[config.mk]
export PLATFORM = sky130hd
export DESIGN_NAME = lsu
export DESIGN_NICKNAME = d
export VERILOG_FILES = /design/src/rtl/lsu.sv
export SDC_FILE = /design/constraint.sdc
export NUM_CORES = 1
export LEC_CHECK = 0
export BUFFER_PORTS_ARGS = -buffer_cell sky130_fd_sc_hd__buf_2
export CAP_MARGIN = 0
export CORE_ASPECT_RATIO = 2
export CORE_MARGIN = 5
export CORE_UTILIZATION = 53
export CTS_CLUSTER_DIAMETER = 40
export CTS_CLUSTER_SIZE = 16
export DETAILED_ROUTE_END_ITERATION = 6
export GPL_ROUTABILITY_DRIVEN = 1
export PLACE_DENSITY = 0.95
export SLEW_MARGIN = 25
export SYNTH_ARGS = -nofsm -noshare
export SYNTH_HDL_FRONTEND = slang
export SYNTH_SLANG_ARGS = --single-unit
[constraint.sdc]
create_clock -name clk -period 10.7 [get_ports clk]
set_input_delay 1.605 -clock clk [delete_from_list [all_inputs] [get_ports clk]]
set_output_delay 1.605 -clock clk [all_outputs]
set_load 0.01 [all_outputs]
[src/rtl/lsu.sv]
// lsu: multi-cycle load/store unit sitting behind the core ALU.
// One data-memory transaction at a time over a valid/ready request bus
// and a response-valid return bus. Load data is lane-aligned and
// sign/zero-extended; store data is replicated into its byte lanes.
// Optional build macro: LSU_MISALIGN_TRAP_EN (misaligned H/W ops complete
// immediately with rsp_err=1 and never reach memory).
module lsu #(
  parameter int          TIMEOUT    = 255,
  parameter logic [31:0] RESET_ADDR = 32'h8000_0000
) (
  input  logic        clk,
  input  logic        rst,
  input  logic        req_valid,
  output logic        req_ready,
  input  logic        req_wen,
  input  logic [2:0]  req_op,
  input  logic [31:0] req_addr,
  input  logic [31:0] req_wdata,
  output logic        mem_req_valid,
  input  logic        mem_req_ready,
  output logic [31:0] mem_addr,
  output logic        mem_wen,
  output logic [31:0] mem_wdata,
  output logic [3:0]  mem_wmask,
  input  logic        mem_rsp_valid,
  input  logic [31:0] mem_rsp_rdata,
  output logic        rsp_valid,
  output logic [31:0] rsp_rdata,
  output logic        rsp_err
);

  localparam logic [1:0] S_IDLE = 2'd0;
  localparam logic [1:0] S_REQ  = 2'd1;
  localparam logic [1:0] S_WAIT = 2'd2;
  localparam logic [1:0] S_RESP = 2'd3;

  localparam int             CW       = $clog2(TIMEOUT + 1);
  localparam logic [CW-1:0]  CNT_LAST = CW'(TIMEOUT - 1);

  // Byte enables for a store; BU/HU encodings share the B/H lane rules.
  function automatic logic [3:0] store_mask(input logic [2:0] op, input logic [1:0] o);
    case (op)
      3'b000, 3'b100: store_mask = 4'b0001 << o;
      3'b001, 3'b101: store_mask = 4'b0011 << {o[1], 1'b0};
      default:        store_mask = 4'b1111;
    endcase
  endfunction

  // Store data replicated so every enabled lane carries the right bytes.
  function automatic logic [31:0] store_data(input logic [2:0] op, input logic [31:0] wd);
    case (op)
      3'b000, 3'b100: store_data = {4{wd[7:0]}};
      3'b001, 3'b101: store_data = {2{wd[15:0]}};
      default:        store_data = wd;
    endcase
  endfunction

  // Lane select plus sign/zero extension of a raw read word.
  function automatic logic [31:0] load_extend(input logic [2:0] op, input logic [1:0] o,
                                              input logic [31:0] w);
    logic [7:0]  b;
    logic [15:0] h;
    case (o)
      2'b00:   b = w[7:0];
      2'b01:   b = w[15:8];
      2'b10:   b = w[23:16];
      default: b = w[31:24];
    endcase
    h = o[1] ? w[31:16] : w[15:0];
    case (op)
      3'b000:  load_extend = {{24{b[7]}}, b};
      3'b001:  load_extend = {{16{h[15]}}, h};
      3'b100:  load_extend = {24'd0, b};
      3'b101:  load_extend = {16'd0, h};
      default: load_extend = w;
    endcase
  endfunction

`ifdef LSU_MISALIGN_TRAP_EN
  // Halfword needs addr[0]=0, word needs addr[1:0]=0; bytes never trap.
  function automatic logic misaligned(input logic [2:0] op, input logic [1:0] a);
    case (op)
      3'b000, 3'b100: misaligned = 1'b0;
      3'b001, 3'b101: misaligned = a[0];
      default:        misaligned = (a != 2'b00);
    endcase
  endfunction
`endif

  logic [1:0]    state_q, state_d;
  logic          wen_q, wen_d;
  logic [2:0]    op_q, op_d;
  logic [1:0]    off_q, off_d;
  logic [CW-1:0] cnt_q, cnt_d;
  logic          req_ready_q, req_ready_d;
  logic          mem_req_valid_q, mem_req_valid_d;
  logic [31:0]   mem_addr_q, mem_addr_d;
  logic          mem_wen_q, mem_wen_d;
  logic [31:0]   mem_wdata_q, mem_wdata_d;
  logic [3:0]    mem_wmask_q, mem_wmask_d;
  logic          rsp_valid_q, rsp_valid_d;
  logic [31:0]   rsp_rdata_q, rsp_rdata_d;
  logic          rsp_err_q, rsp_err_d;

  // Next-state and next-output computation for the IDLE/REQ/WAIT/RESP FSM.
  always_comb begin
    state_d         = state_q;
    wen_d           = wen_q;
    op_d            = op_q;
    off_d           = off_q;
    cnt_d           = cnt_q;
    req_ready_d     = req_ready_q;
    mem_req_valid_d = mem_req_valid_q;
    mem_addr_d      = mem_addr_q;
    mem_wen_d       = mem_wen_q;
    mem_wdata_d     = mem_wdata_q;
    mem_wmask_d     = mem_wmask_q;
    rsp_valid_d     = 1'b0;
    rsp_rdata_d     = rsp_rdata_q;
    rsp_err_d       = rsp_err_q;
    case (state_q)
      S_IDLE: begin
        if (req_valid) begin
          wen_d       = req_wen;
          op_d        = req_op;
          off_d       = req_addr[1:0];
          req_ready_d = 1'b0;
`ifdef LSU_MISALIGN_TRAP_EN
          if (misaligned(req_op, req_addr[1:0])) begin
            state_d     = S_RESP;
            rsp_valid_d = 1'b1;
            rsp_err_d   = 1'b1;
            rsp_rdata_d = 32'd0;
          end else begin
            state_d         = S_REQ;
            mem_req_valid_d = 1'b1;
            mem_addr_d      = {req_addr[31:2], 2'b00};
            mem_wen_d       = req_wen;
            mem_wmask_d     = req_wen ? store_mask(req_op, req_addr[1:0]) : 4'b0000;
            mem_wdata_d     = req_wen ? store_data(req_op, req_wdata) : 32'd0;
          end
`else
          state_d         = S_REQ;
          mem_req_valid_d = 1'b1;
          mem_addr_d      = {req_addr[31:2], 2'b00};
          mem_wen_d       = req_wen;
          mem_wmask_d     = req_wen ? store_mask(req_op, req_addr[1:0]) : 4'b0000;
          mem_wdata_d     = req_wen ? store_data(req_op, req_wdata) : 32'd0;
`endif
        end else begin
          req_ready_d = 1'b1;
        end
      end
      S_REQ: begin
        if (mem_req_ready) begin
          state_d         = S_WAIT;
          mem_req_valid_d = 1'b0;
          cnt_d           = CW'(0);
        end else begin
          mem_req_valid_d = 1'b1;
        end
      end
      S_WAIT: begin
        if (mem_rsp_valid) begin
          state_d     = S_RESP;
          rsp_valid_d = 1'b1;
          rsp_err_d   = 1'b0;
          rsp_rdata_d = wen_q ? 32'd0 : load_extend(op_q, off_q, mem_rsp_rdata);
        end else if (cnt_q == CNT_LAST) begin
          state_d     = S_RESP;
          rsp_valid_d = 1'b1;
          rsp_err_d   = 1'b1;
          rsp_rdata_d = 32'd0;
        end else begin
          cnt_d = cnt_q + CW'(1);
        end
      end
      S_RESP: begin
        // Return the memory bus to its idle values while waiting for the next op.
        state_d     = S_IDLE;
        req_ready_d = 1'b1;
        mem_addr_d  = RESET_ADDR;
        mem_wen_d   = 1'b0;
        mem_wmask_d = 4'b0000;
        mem_wdata_d = 32'd0;
      end
      default: begin
        state_d         = S_IDLE;
        req_ready_d     = 1'b1;
        mem_req_valid_d = 1'b0;
      end
    endcase
  end

  // State and registered-output flops with asynchronous reset.
  always_ff @(posedge clk or posedge rst) begin
    if (rst) begin
      state_q         <= S_IDLE;
      wen_q           <= 1'b0;
      op_q            <= 3'b000;
      off_q           <= 2'b00;
      cnt_q           <= CW'(0);
      req_ready_q     <= 1'b1;
      mem_req_valid_q <= 1'b0;
      mem_addr_q      <= RESET_ADDR;
      mem_wen_q       <= 1'b0;
      mem_wdata_q     <= 32'd0;
      mem_wmask_q     <= 4'b0000;
      rsp_valid_q     <= 1'b0;
      rsp_rdata_q     <= 32'd0;
      rsp_err_q       <= 1'b0;
    end else begin
      state_q         <= state_d;
      wen_q           <= wen_d;
      op_q            <= op_d;
      off_q           <= off_d;
      cnt_q           <= cnt_d;
      req_ready_q     <= req_ready_d;
      mem_req_valid_q <= mem_req_valid_d;
      mem_addr_q      <= mem_addr_d;
      mem_wen_q       <= mem_wen_d;
      mem_wdata_q     <= mem_wdata_d;
      mem_wmask_q     <= mem_wmask_d;
      rsp_valid_q     <= rsp_valid_d;
      rsp_rdata_q     <= rsp_rdata_d;
      rsp_err_q       <= rsp_err_d;
    end
  end

  assign req_ready     = req_ready_q;
  assign mem_req_valid = mem_req_valid_q;
  assign mem_addr      = mem_addr_q;
  assign mem_wen       = mem_wen_q;
  assign mem_wdata     = mem_wdata_q;
  assign mem_wmask     = mem_wmask_q;
  assign rsp_valid     = rsp_valid_q;
  assign rsp_rdata     = rsp_rdata_q;
  assign rsp_err       = rsp_err_q;

endmodule

After elaboration in Yosys (flattened, before gate mapping)
Index checks and enable logic that the tools add are counted.

word-level totals
  register bits = 121
  input bits = 105
  output and inout bits = 105
  logic and storage cells = 87

operators by class
  add/sub/neg operators = 1
  equal/unequal tests = 17
  shift operators = 2
  multiplexer cells = 37
  reductions and logical operators = 16

operators by type and width
  operator                                        number
  2-to-1 mux 32 bit                               6
  one-hot mux 32 bit (2 select lines)             3
  one-hot mux 32 bit (4 select lines)             1
  2-to-1 mux 8 bit                                3
  one-hot mux 8 bit (3 select lines)              1
  2-to-1 mux 16 bit                               1
  one-hot mux 4 bit (2 select lines)              2
  one-hot mux 8 bit (2 select lines)              1
  == test 3 bit (second input constant)           4
  2-to-1 mux 1 bit                                9
  adder 8 x 1 -> 8 bit (second input constant)    1
  == test 8 bit (second input constant)           1
  2-to-1 mux 2 bit                                4
  2-to-1 mux 4 bit                                2
  inequality test 2 bit (second input constant)   4
  one-hot mux 2 bit (4 select lines)              1
  AND reduction 2 bit                             4
  nonzero test 2 bit                              4
  == test 2 bit (second input constant)           3
  == test 3 x 1 -> 1 bit (second input constant)  2
  zero test 3 bit                                 2
  one-hot mux 1 bit (2 select lines)              3
  == test 2 x 1 -> 1 bit (second input constant)  2
  zero test 2 bit                                 2
  6 further kinds                                 7

Logic depth before layout (Yosys ltp)
Gate-level depths: netlist of the first run.

  depth after elaboration = 6
  depth in mapped cells = 9
  gate-level depth less buffers = 7

Worst setup path after synthesis of the first run
OpenSTA, ideal clock, no wires.

  path type = input to register
  start point = in mem_rsp_valid
  end point = reg rsp_rdata_q[16] (netlist: rsp_rdata[16])
  setup time = 0.064 ns
  data arrival time = 2.793 ns
  data required time = 10.636 ns
  path slack = 7.843 ns
  stages on the path = 6
  path buffers = 2
  path through = nand2_2 -> or3_1 -> buf_6 -> a2111oi_4 -> buf_6 -> a221o_2

on the way
  cells in the longest elaborated chain, start to end = 2
  elaborated cells on any way between the ends = 3
  those cells by class = mux (1); reduce/logical (2)

ends and longest elaborated chain
  element                               line  source
  start: declaration                    25    input logic mem_rsp_valid,
  nonzero test 2 bit (no source line)   n/a
  AND reduction 2 bit (no source line)  n/a
  end signal: assignment                225   rsp_rdata_q <= rsp_rdata_d;
  end: declaration                      102   logic [31:0] rsp_rdata_q, rsp_rdata_d;

Several ways; a longest one is shown, not always the timed one.
A chain may end at the register's enable or synchronous reset.

Worst setup path in the final report of the first run
  start point = in mem_rsp_valid
  end point = reg rsp_rdata_q[20] (netlist: rsp_rdata[20])

The elaborated chain is that of the path after synthesis.

==> results_dict.tcl, run 1 <==
set metrics [dict create \
    clk_pin_slew_worst_paths_ps 60 \
    hold_slack_ps 483 \
    ys_warn_count 0 \
    synth_fa_ha_area_share_pct 1.40 \
    port_buffers 207 \
    cts_tree "yes" \
    final_antenna_net_count 0 \
    cts_hold_buffers 0 \
    cts_made_buffers 17 \
    dpl.hpwl_mm 11.4 \
    synth.most_common_cell "dfrtp_1" \
    drcViolationCount 0 \
    nets 780 \
    via_count 4801 \
    drt-wirelength-per-cell_um 19.4 \
    p_sw_uw 767 \
    synthXorXnorAreaFrac_pct 0.817 \
    leakage_uw 0.00368 \
    skew_ps 10.2 \
    synth_top_area_share_pct 54.6 \
    post_cts_buffers 0 \
    synthCells 473 \
    grt_start_max_net_pins 68 \
    wl_met3_mm 1.22 \
    cts.path.max_buffers 2 \
    outcome "complete, no violations" \
    grt_overflow 0 \
    die_area_um2 12300 \
    yosys-mux-area-fraction_pct 7.65 \
    intPower_uw 1340 \
    dieWidth_um 81.1 \
    reg2reg_from "state_q[0]$_DFFE_PP0P_" \
    syn_area_um2 5360 \
    max_slew.worst_pin.slew_ps 971 \
    gp_congestion 0.931 \
    ys_types 47 \
    drv_slew 0 \
    cts_resized 0 \
    rows 52 \
    final_cells 818 \
    final_hold_viol_count 0 \
    synthTopCellsByCount "117 x dfrtp_1, 43 x o21ai_0, 41 x nand2_1" \
    crit_start "mem_rsp_valid" \
    fmax_ghz 0.325 \
    htreeDepth 4 \
    via_per_inst 5.87 \
    seqPwrFrac_pct 35.6 \
    ys_ff_latch 119 \
    drt-met1-wl_mm 5.34 \
    pin_count 210 \
    setup_viol 0 \
    min_path_type "reg -> reg" \
    grtUsageTotal_pct 26.6 \
    async_reset_ff_share_pct 100 \
    syn_to_final_growth_pct 32.3 \
    start_util_pct 53.5 \
    critPathMaxFanout 16 \
    max_cap_viol_count 0 \
    start_kind "input pin" \
    total_power_uw 2110 \
    timing.final.crit_share_pct 28.8 \
    layout-drive-gt1-share_pct 40.9 \
    ys.flop_type "dfrtp_1" \
    synth_largest_area_cell "dfrtp_1" \
    drtIter0Drc 333 \
    period_minus_slack_ps 3080 \
    max_slew_margin_pct 35.2 \
    firstDrtPassIters 5 \
    ys_seq_area_share_pct 55.6 \
    swShare_pct 36.4 \
    coreArea_um2 10000 \
    syn_area_per_cell_um2 11.3 \
    min-delay-start "mem_wen$_DFFE_PP0P_" \
    synth_top_family_by_area "compound AO/OA/AOI/OAI gates" \
    numClockSinks 119 \
    wl_mm 15.9 \
    clk-insertion-delay-late_ps 410 \
    synth-compound-area-share_pct 20.8 \
    pwr-share-comb_pct 35.4 \
    crit_type "in -> reg" \
    synthSimpleGateAreaFrac_pct 9.68 \
    highest_layer "met4" \
    dpl.cell_count 785 \
    cp-end-kind "flip-flop" \
    synth-edff-count 0 \
    fp.dieH_um 152 \
    worstPathRequired_ps 11040 \
    synthTopCellsByArea "dfrtp_1 55%, a22o_1 6.0%, mux2i_1 4.7%" \
    grt_pass1_wl_mm 25.4 \
    wl_met2_mm 8.50 \
    cp.arrival_ps 3420 \
    rsz0062_at_grt "false" \
    antenna_found_initial 1 \
    p_clk_share_pct 28.9 \
    grt_pass1_vias 5152 \
    cts_root_buffer "clkbuf_16" \
    tns_ps 0 \
    peakVddDrop_mv 0.177 \
    cellPowerDensity_nw_per_um2 297 \
]
cell families after synthesis:
group | count (synthesis)
other cells | 1
compound gates | 146
fa+ha+maj | 6
buf+inv | 46
simple gates | 111
flops | 119
xor+xnor | 5
mux | 39
path summary, 6_finish.rpt:
kind / to / cells past startpoint / slack (ps)
min reg2reg: mem_wen$_DFFE_PP0P_ / 2 / 480
max reg2reg: rsp_rdata[20]$_DFFE_PP0P_ / 6 / 7800
max: rsp_rdata[20]$_DFFE_PP0P_ / 5 / 7620
min in group asynchronous: rsp_rdata[22]$_DFFE_PP0P_ / 2 / 1310
max in group asynchronous: mem_wdata[9]$_DFFE_PP0P_ / 3 / 8160
min: mem_wen$_DFFE_PP0P_ / 2 / 480
registers in the layout, summed over array words and instances, names as in the netlist, 2 cells and up:
signal and cells:
mem_addr 30, mem_wdata 32, off_q 2, op_q 3
cnt_q 8, mem_wmask 4, state_q 2, rsp_rdata 32
power by group through the flow:
stage                     registers (µW)  clock network, µW  logic [µW]
final                                752                610         747
after CTS                            747                620         747
after global routing                 768                643         811
after global placement               740                  0         697
after floorplan                      793                  0         405
after detailed placement             750                  0         739
stage by stage:
step | setup WS (ps) | area, µm² | util, %
2_1_floorplan | 5940 | 5370 | -
3_3_place_gp | 7340 | 6450 | 64.4
3_5_place_dp | 7200 | 6450 | 64.4
4_1_cts | 7620 | 7090 | 70.8
5_1_grt | 7420 | 7100 | 70.8
6_report | 7620 | 7100 | 70.8
routing by layer:
metal | GRT usage, % | vias to the layer above
met2 | 45.9 | 301
met1 | 27.4 | 2303
met3 | 7.75 | 72
li1 | - | 2125
met4 | 16.1 | 0
met5 | 0 | -
placed cells by master, fill, tap and decap left out, types with 8 or more instances in the layout:
master	instances
buf_2	207
a21oi_1	16
nor2_1	31
nor2b_1	11
a32o_1	8
mux2i_1	24
nand2_1	40
mux2_2	13
a221o_2	10
nand2b_1	11
a22o_1	37
clkbuf_16	17
a31oi_1	8
dfrtp_1	117
inv_1	10
o21ai_0	43
a221o_1	13
worst max-delay path, cell delays in order:
cell	delay, ps
buf_2	110
nand2_2	80
or3_1	500
a2111oi_4	880
a221o_2	250
layout make-up:
type | instances | area [µm²]
Clock inverter | 15 | 215
Fill cell | 707 | 2920
Clock buffer | 17 | 425
Multi-Input combinational cell | 309 | 2190
Timing Repair Buffer | 211 | 1070
Antenna cell | 1 | 2.50
Sequential cell | 119 | 2980
Tap cell | 135 | 169
Inverter | 11 | 43.8
Note: power is estimated with default switching activity, not from simulation.
==> run 2: changes to the inputs <==
- ABC_AREA: not set -> 1
- CORE_UTILIZATION: 53 -> 50
- PLACE_DENSITY: 0.95 -> 0.9
- clock period: 10.7 -> 2.9 ns (I/O delays scaled with it)
==> run 2 against run 1 <==
Compared with the run above: wire length is 13% higher; non-clock buffer count rose by 4; sequential share of layout area is 2.1 points lower; clock-buffer cell count increased by 4; final cell count is 26% higher; worst setup slack worse by 6900 ps; register-to-register slack lost 7000 ps; first-iteration DRC count decreased by 1.5%; critical endpoint is now cnt_q[5]$_DFFE_PP0P_; largest cell class unchanged.
==> results_dict.tcl, run 2 <==
set metrics [dict create \
    outcome "complete, no violations" \
    reg2regPathDepth 8 \
    critPathMaxFanout 35 \
    clk-insertion-delay-late_ps 410 \
    intPower_uw 4820 \
    skew_ps 11.5 \
    layout_commonest_cell "buf_2" \
    port_buffers 207 \
    p_clk_share_pct 27.9 \
    crit_type "reg -> reg" \
    ys_types 37 \
    max_cap_viol_count 0 \
    syn_area_per_cell_um2 8.47 \
    synth.most_common_cell "nand2_1" \
    pin_count 210 \
    diodes 0 \
    path_common_cell "o21ai_0" \
    async_reset_ff_share_pct 100 \
    fmax_ghz 0.466 \
    drv_slew 0 \
    highest_layer "met4" \
    tns_ps 0 \
    antenna_found_initial 0 \
    final_cell_mix "207 x buf_2, 183 x nand2_1, 117 x dfrtp_1" \
    start_util_pct 50.8 \
    synthTopCellsByArea "dfrtp_1 51%, nand2_1 12%, o21ai_0 5.0%" \
    multi_input_area_um2 2340 \
    cts_root_buffer "clkbuf_16" \
    syn_to_final_growth_pct 30.1 \
    synth_largest_area_cell "dfrtp_1" \
    firstDrtPassIters 5 \
    p_sw_uw 3040 \
    nets 984 \
    max_slew_margin_pct 40.7 \
    layout-drive-gt1-share_pct 30.4 \
    ys_seq_area_share_pct 52.0 \
    drt-met1-wl_mm 5.91 \
    post_cts_buffers 0 \
    numClockSinks 119 \
    cellPowerDensity_nw_per_um2 1050 \
    r2r-end "cnt_q[5]$_DFFE_PP0P_" \
    grtUsageTotal_pct 26.0 \
    crit_chain "inv_1 > ha_1 > nand2_2 > buf_4 > o21ai_0 > nor2_1 > nand2_4 > o21ai_0" \
    synth_top_area_share_pct 51.0 \
    wl_mm 17.8 \
    final_hold_viol_count 0 \
    cts_made_buffers 17 \
    wl_met3_mm 1.16 \
    setup_viol 0 \
    cts.path.max_buffers 2 \
    pwr-share-comb_pct 38.1 \
    dpl.hpwl_mm 13.2 \
    start_kind "flip-flop" \
    dieWidth_um 85.7 \
    synthCells 677 \
    fillCellCount 939 \
    final_util_pct 66.1 \
    coreArea_um2 11300 \
    min_path_type "in -> async" \
    fp.dieH_um 161 \
    worstPathRequired_ps 3210 \
    grt_start_max_net_pins 48 \
    seqPwrFrac_pct 34.0 \
    timing.final.crit_share_pct 73.9 \
    gp_congestion 0.894 \
    seqCellArea_um2 2980 \
    synth-edff-count 0 \
    drt-wirelength-per-cell_um 17.4 \
    grt_pass1_vias 5801 \
    synthTopCellsByCount "183 x nand2_1, 117 x dfrtp_1, 61 x nor2_1" \
    swShare_pct 38.6 \
    cts_resized 0 \
    reg2reg_from "state_q[0]$_DFFE_PP0P_" \
    via_per_inst 5.46 \
    drtIter0Drc 328 \
    wl_met2_mm 9.54 \
    syn_area_um2 5740 \
    peakVddDrop_mv 0.638 \
    drcViolationCount 0 \
    cpMaxStageDelayCell "dfrtp_1" \
    leakage_uw 0.00415 \
    period_minus_slack_ps 2140 \
    ys.flop_type "dfrtp_1" \
    cts_hold_buffers 0 \
    cts_tree "yes" \
    clk_pin_slew_worst_paths_ps 60 \
    max_slew.worst_pin.slew_ps 889 \
    rows 55 \
    ys_warn_count 0 \
    via_count 5610 \
    cp-end-kind "flip-flop" \
    rsz0062_at_grt "false" \
    htreeDepth 4 \
    ys_ff_latch 119 \
    final_antenna_net_count 0 \
    reg2reg_slack_ps 760 \
    cp.arrival_ps 2460 \
    grt_overflow 0 \
    crit_path_max_incr_delay_ps 390 \
    grt_pass1_wl_mm 28.1 \
    die_area_um2 13800 \
]
## run 2: cell types whose count changed after synthesis, moves of 15 or more
cell,change
mux2i_1,-25
nand2_1,+142
o211ai_1,+15
nor2_1,+30
inv_1,+41
a21oi_1,+17
nand3_1,+48
## run 2: worst max path at each step
stage / to / slack, ps / from
4_1_cts: cnt_q[6]$_DFFE_PP0P_ / 760 / state_q[0]$_DFFE_PP0P_
3_3_place_gp: mem_addr[7]$_DFFE_PP0P_ / 840 / state_q[1]$_DFFE_PP0P_
3_5_place_dp: mem_wdata[17]$_DFFE_PP0P_ / 800 / state_q[1]$_DFFE_PP0P_
2_1_floorplan: cnt_q[0]$_DFFE_PP0P_ / 1010 / rst
5_1_grt: mem_wdata[17]$_DFFE_PP0P_ / 550 / state_q[0]$_DFFE_PP0P_
6_report: cnt_q[5]$_DFFE_PP0P_ / 760 / state_q[0]$_DFFE_PP0P_
## run 2: logic make-up (layout without fill, tap and decap cells)
family                   count (synthesis)  after routing  share of synthesized area (%)
AO/OA/AOI/OAI                          146            146                           15.8
XOR/XNOR                                 1              1                          0.153
adder cells (fa/ha/maj)                  6              6                           1.31
buffers and inverters                   93            301                           7.31
flip-flops                             119            119                           52.0
multiplexers                             3              3                          0.589
other                                    1              2                         0.0654
AND/OR/NAND/NOR                        308            308                           22.8
## run 2: power by group through the flow
stage | Combinational (µW) | Clock (µW) | Sequential, µW
after CTS | 3010 | 2210 | 2670
after global placement | 2910 | 0 | 2670
final | 2990 | 2190 | 2670
after detailed placement | 2990 | 0 | 2680
after floorplan | 1780 | 0 | 2840
after global routing | 3320 | 2290 | 2750
## run 2: per-stage QoR
step	std cells	power, µW	area [µm²]	hold slack (ps)	setup slack (ps)
finish	1028	7860	7460	173	756
global route	1028	8360	7460	238	547
CTS	1028	7890	7460	203	763
detailed placement	996	5670	6840	462	795
global placement	996	5580	6840	455	843
floorplan	678	4620	5740	475	1010
## run 2: routing by layer
layer,vias to the layer above,global-route usage [%]
li1,2619,-
met1,2599,26.2
met2,294,46.0
met3,98,5.77
met4,0,18.4
met5,-,0
## run 2: worst max-delay path: cells and delay by family (launching register included)
family	cells	cell delay, ps
simple gates	3	490
buf+inv	2	420
flops	1	390
compound gates	2	380
fa+ha+maj	1	370
## run 2: layout make-up
type	count	share of cell area, %
clock buffer	21	6.30
timing repair buffer	215	15.2
clock inverter	11	1.98
multi-input combinational	466	31.4
inverter	54	2.80
tap	142	2.38
sequential	119	39.9
